[config.mk]
export PLATFORM = sky130hd
export DESIGN_NAME = rtport_tx
export DESIGN_NICKNAME = d
export VERILOG_FILES = /design/src/rtl/rtport_tx.sv
export SDC_FILE = /design/constraint.sdc
export NUM_CORES = 2
export LEC_CHECK = 0
export BUFFER_PORTS_ARGS = -buffer_cell sky130_fd_sc_hd__buf_2
export CAP_MARGIN = 20
export CELL_PAD_IN_SITES_DETAIL_PLACEMENT = 0
export CELL_PAD_IN_SITES_GLOBAL_PLACEMENT = 1
export CORE_MARGIN = 1.5
export CORE_UTILIZATION = 35
export CTS_CLUSTER_DIAMETER = 60
export DETAILED_ROUTE_END_ITERATION = 7
export MAX_ROUTING_LAYER = met4
export PLACE_DENSITY = 0.58
export SETUP_SLACK_MARGIN = 0.05
export SYNTH_ARGS = -nofsm -noshare
export SYNTH_HDL_FRONTEND = slang
export SYNTH_SLANG_ARGS = --single-unit
[constraint.sdc]
create_clock -name clk -period 17.55 [get_ports clk]
set_input_delay 0 -clock clk [delete_from_list [all_inputs] [get_ports clk]]
set_output_delay 0 -clock clk [all_outputs]
set_load 0.02 [all_outputs]
[src/rtl/rtport_tx.sv]
// Buffered transmitter for the RTPort link: a small flit FIFO drained through a
// four-phase return-to-zero req/ack handshake, with a sent-flit counter and sticky protocol flag.
module rtport_tx #(
  parameter int WIDTH = 512,
  parameter int DEPTH = 4,
  parameter int CNT_W = 16
) (
  input  logic                       clk,
  input  logic                       rst,
  input  logic                       in_valid,
  output logic                       in_ready,
  input  logic [WIDTH-1:0]           in_data,
  output logic                       tx_req,
  output logic [WIDTH-1:0]           tx_data,
  input  logic                       tx_ack,
  output logic                       busy,
  output logic [$clog2(DEPTH+1)-1:0] level,
  output logic [CNT_W-1:0]           sent_count,
  output logic                       proto_err
);

  // state   | meaning
  // IDLE    | no flit on the link; waiting for FIFO data with ack low
  // REQ     | req high, tx_data valid; waiting for ack high
  // RELEASE | req low after ack; waiting for ack low before the next flit
  typedef enum logic [1:0] {IDLE, REQ, RELEASE} state_t;

  localparam int AW = (DEPTH > 1) ? $clog2(DEPTH) : 1;
  localparam int LW = $clog2(DEPTH + 1);

  state_t           state;
  logic [WIDTH-1:0] mem [DEPTH];
  logic [AW-1:0]    wr_ptr;
  logic [AW-1:0]    rd_ptr;
  logic             empty;
  logic             full;
  logic             push;
  logic             pop;

  assign empty    = (level == '0);
  assign full     = (level == LW'(DEPTH));
  assign push     = in_valid && !full;
  assign pop      = (state == REQ) && tx_ack;
  assign in_ready = !full;
  assign busy     = (state != IDLE) || !empty;

  // Storage is not reset; only pointers and occupancy define validity.
  always_ff @(posedge clk) begin
    if (push) mem[wr_ptr] <= in_data;
  end

  always_ff @(posedge clk or posedge rst) begin
    if (rst) begin
      wr_ptr <= '0;
      rd_ptr <= '0;
      level  <= '0;
    end else begin
      if (push) wr_ptr <= wr_ptr + AW'(1);
      if (pop)  rd_ptr <= rd_ptr + AW'(1);
      case ({push, pop})
        2'b10:   level <= level + LW'(1);
        2'b01:   level <= level - LW'(1);
        default: level <= level;
      endcase
    end
  end

  always_ff @(posedge clk or posedge rst) begin
    if (rst) begin
      state      <= IDLE;
      tx_req     <= 1'b0;
      tx_data    <= '0;
      sent_count <= '0;
      proto_err  <= 1'b0;
    end else begin
      case (state)
        IDLE: begin
          if (tx_ack) begin
            proto_err <= 1'b1;
          end else if (!empty) begin
            tx_data <= mem[rd_ptr];
            tx_req  <= 1'b1;
            state   <= REQ;
          end
        end
        REQ: begin
          if (tx_ack) begin
            tx_req     <= 1'b0;
            sent_count <= sent_count + CNT_W'(1);
            state      <= RELEASE;
          end
        end
        RELEASE: begin
          // The pop already advanced rd_ptr, so the head here is the next flit.
          if (!tx_ack) begin
            if (!empty) begin
              tx_data <= mem[rd_ptr];
              tx_req  <= 1'b1;
              state   <= REQ;
            end else begin
              state <= IDLE;
            end
          end
        end
        default: begin
          tx_req <= 1'b0;
          state  <= IDLE;
        end
      endcase
    end
  end

endmodule
Word-level counts from Yosys, hierarchy flattened
Memories as Yosys holds them, arrays and structs flattened. A register that Yosys moved wholly into a read port is not among the register bits.
Index checks and enable logic that the tools add are counted.
Widths: inputs -> output; s select.

word-level totals
  bits in latches = 0
  logic and storage cells = 54
  bits in writable memories = 2048
  output and inout bits = 535
  memories kept = 1
  flip-flop bits (word level) = 27
  memory bits (read-only) = 0

operators by class
  reductions and logical operators = 15
  equal/unequal tests = 11
  multipliers = 0
  $add $sub $neg = 5
  multiplexer cells = 13
  magnitude comparators = 0
  bitwise gates (word level) = 2
  div/mod/pow operators = 0
  shift-type cells = 0

memories
  name  depth  width  rd ports  clocked after Yosys merged registers in  write ports  RTL line  text
  mem   4      512    1         1                                        1            32        logic [WIDTH-1:0] mem [DEPTH];

operator list
  kind                   count
  $add 16x1->16 const B  1
  $ne 2x2->1 const B     6
  $mux 2                 4
  $mux 1                 6
  $pmux 2 s3             1
  $pmux 3 s2             1
  $reduce_and 3->1       2
  $add 2x1->2 const B    2
  $eq 2x1->1 const B     2
  $eq 2x2->1 const B     2
  $reduce_and 2->1       2
  $reduce_and 4->1       1
  $reduce_bool 2->1      2
  $add 3x1->3 const B    1
  $eq 3x3->1 const B     1
  $logic_not 3->1        1
  $sub 3x1->3 const B    1
  $logic_and 1x1->1      2
  $logic_not 1->1        2
  $logic_not 2->1        1
  $not 1->1              2
  $pmux 1 s2             1
  $reduce_or 2->1        1
  $logic_or 1x1->1       1

Logic depth before layout (Yosys ltp)
  word-level depth = 5
  gate-level depth with buffers = 10
  mapped depth without buffers = 10

Worst setup path after synthesis
OpenSTA, ideal clock, no wires.

  path type = reg2reg
  start = reg level[0]
  end = mem mem[0][0], enable pin
  data arrival time = 12.545 ns
  cell stages (with the launch flop) = 4
  required time = 16.601 ns
  setup slack = 4.057 ns
  period minus slack after synthesis = 13.493 ns
  path buffers = 0
  cells stage by stage = dfrtp_1 inv_1 nand3_1 and3_1

on the way
  longest elaborated chain between the ends = 5

ends and longest elaborated chain
  element                       RTL line  text
  start, declared               17        output logic [$clog2(DEPTH+1)-1:0] level,
  start signal, assigned        61        2'b10: level <= level + LW'(1);
  start signal, assigned        62        2'b01: level <= level - LW'(1);
  start signal, assigned        63        default: level <= level;
  $eq 3x3->1                    41        assign full = (level == LW'(DEPTH));
  $logic_not 1->1               n/a
  via in_ready                  11        output logic in_ready,
  $logic_and 1x1->1             42        assign push = in_valid && !full;
  $mux 1                        49        if (push) mem[wr_ptr] <= in_data;
  $mux 1 (not written as such)  49
  end, declared                 32

The timed path passes the listed nets, and every way through them passes these cells.

==> results.md <==
* Run status: complete, no violations
* Netlist cell types at 32
* Post-Synth XOR/XNOR Area at 0.192%
* Critical path type: flip-flop to flip-flop
* Compound-Gate Fraction of Synth Area at 0.0261%
* Max Slew Vio Count at 0
* Multi-input logic area at 19600 um2
* Top cells by area, synth: edfxtp_1 64%, dfrtp_1 14%, mux4_2 12%
* Fill count at 23200
* Inserted Clock Buffers at 285
* Worst-path clk slew at 60 ps
* Worst-path maximum fanout at 85
* Max incr delay on CP at 1040 ps
* P_sw at 6.67 mW
* Post-Synth Simple-Gate Area at 0.249%
* Max Clock Freq at 0.189 GHz
* Highest routed layer: met4
* FF+latch area at 75000 um2
* Fin nets at 6652
* Sw Ratio at 30.9%
* Design Area, Final at 125000 um2
* Pre-Repair DR Iteration Count at 5
* Syn avg cell area at 24.8 um2
* Slew headroom at 20.2%
* Worst EP required at 18280 ps
* Starting Density at 35.3%
* CP Launch Type: flip-flop
* Clock share of power at 27.1%
* DP Wirelength at 147000 um
* Crit-path leading delay family: buffers and inverters
* Fraction of the mapped netlist area in adder cells at 0.0992%
* Syn Nets at 4393
* Drt wl/cell at 24.1 um
* Antenna violations before repair at 62
* Drt drc at 0
* Placement Cell Area at 105000 um2
* Crit path capture type: flip-flop
* Post_cts resized at 0
* Vias at 47400
* # port buffers at 1050
* Sequential Power Share at 41.6%
* Layout Area Growth over Synthesis at 30.1%
* Slowest-stage cell, CP: dfrtp_4
* Number of H-tree levels at 5
* Layout Skew at 55.2 ps
* Initial DRC count at 2727
* VDD IR-drop max at 0.116 mV
* Placer's final routability congestion estimate at 0.759
* Most frequent cells in the layout: 2048 x edfxtp_1, 1050 x buf_2, 1025 x dlygate4sd3_1
* Die Width at 526 um
* Leakage at 46.3 nW
* Reg2Reg Depth at 6
* Largest net degree at the start of global routing at 129
* Synth top area share at 64.1%
* Clock Latency Late Sink at 870 ps
* Met2 wire length at 116000 um
* Int Pwr at 15.0 mW
* Multiplexer share of the synthesized area at 19.9%
* PwrDens at 173 nW/um2
* Worst hold path class: primary input to flip-flop
* Comb pwr share at 31.3%
* Crit path time final at 5280 ps
* Final wirelength at 241000 um
* Bufs and invs on worst path at 4
* I/O Pins at 1051
* First-pass GRT wire length at 353000 um
* FF+latch count, synth at 2587
* Clk sinks at 2587
* Setup-failing EPs final at 0
* Met3 Routed Length at 18300 um
* Critical path depth in cells at 6
* Clock Tree Buf Depth at 4
* Final ANT Viol Nets at 0
* Routed met1 length at 99000 um
* Syn Inst Count at 3870
* Final global-route overflow total at 0
* Maxcap violations at 0
* Critical Path, Cell by Cell: buf_12 > buf_4 > buf_4 > buf_12 > mux4_2 > mux2_4
* Largest family of logic cells by synthesized area: multiplexers
* Die Height at 526 um
* Synth warn at 0
* CTS tree: yes
* Post-Route Setup TNS at 0 ps
* Post-Place Cells at 8387
* Share of layout cells above drive strength 1 at 40.5%
* Core Region at 272000 um2
* Vias in the first global route at 50800
* Register area share after synthesis at 78.2%
* Final Non-Filler Cells at 9989
* DR vias/cell at 4.74
* Largest area contributor in the netlist: edfxtp_1
* Synth Cell Area at 95900 um2
* Worst Max-Slew Pin Slew at 1200 ps
* Most common cell after layout, fill and taps aside: edfxtp_1
* Period Utilization, post-route at 30.1%
* Clk root buf: clkbuf_16
* Die Area at 277000 um2
* Overall Global Routing Usage at 17.7%
* Pwr Total at 21.6 mW
* Hold path cells at 2
* Critical Path AT at 6010 ps
* Final hold violation count at 0
* FP Rows at 191
* RSZ-0062 raised after global routing: false
* Post-layout util at 45.9%
-- per-stage QoR --
stage / hold WS [ps] / worst slack [ps]
6_report: 72.3 / 12270
5_1_grt: 47.0 / 11690
4_1_cts: 7.93 / 11970
3_5_place_dp: 206 / 11960
3_3_place_gp: 209 / 11960
2_1_floorplan: 98.9 / 2480
-- cells by family after synthesis --
kind of cell | after synthesis
compound gates | 4
xor+xnor | 21
fa+ha+maj | 7
buf+inv | 180
flops | 2587
mux | 1026
simple gates | 45
-- cells in the mapped netlist --
cell type / count
xor2_1: 8
xnor2_1: 13
nand3b_1: 1
clkbuf_1: 9
mux2i_1: 1
and2_1: 1
nand2b_1: 2
a21boi_0: 1
nor2_1: 7
nor3_1: 1
inv_1: 8
ha_1: 6
buf_2: 18
and3_1: 6
clkinv_1: 1
dfrtp_1: 539
buf_4: 41
fa_1: 1
o21ai_0: 2
mux2_4: 458
a21o_1: 1
mux4_2: 512
mux2_2: 55
nor4_1: 1
buf_6: 62
nand4_1: 6
edfxtp_1: 2048
buf_1: 41
nand2_1: 10
and4_1: 3
nand3_1: 6
or3_1: 1
-- layout make-up --
class | count | area share, %
sequential | 2587 | 60.1
tap | 3570 | 3.58
multi-input combinational | 1103 | 15.7
inverter | 9 | 0.0331
clock buffer | 402 | 6.44
timing repair buffer | 2143 | 13.0
clock inverter | 120 | 0.982
antenna | 55 | 0.110
-- registers in the layout, indices dropped and copies added, names as in the netlist --
name / cells
mem: 2048
tx_data: 512
sent_count: 16
level: 3
rd_ptr: 2
state: 2
wr_ptr: 2
proto_err: 1
tx_req: 1
-- power groups by stage --
stage | Sequential (mW) | Clock [mW] | Combinational, mW
finish | 8.99 | 5.86 | 6.78
global route | 9.15 | 6.26 | 7.22
CTS | 9.01 | 6.03 | 6.97
detailed placement | 9.11 | 0 | 6.76
global placement | 9.05 | 0 | 6.73
floorplan | 10.3 | 0 | 3.95
-- routing by layer --
layer | track usage, % | up-vias
met4 | 5.70 | 0
met3 | 5.15 | 368
met2 | 28.0 | 1332
li1 | - | 20700
met1 | 21.9 | 25000
met5 | - | -
-- final timing paths --
check	startpoint	end	slack [ps]
max	rd_ptr[0]	tx_data[42]	12270
min	in_data[145]	mem[3][145]	70
max reg2reg	rd_ptr[0]	tx_data[42]	12270
min reg2reg	proto_err	proto_err	450
max in group asynchronous	rst	rd_ptr[1]	13690
min in group asynchronous	rst	tx_data[11]	430
-- repair_timing --
item	in CTS	in global routing
buffers inserted	0	0
hold buffers	1025	0
hold endpoints to repair	2403	0
No activity file was read; power rests on OpenSTA's default activity.
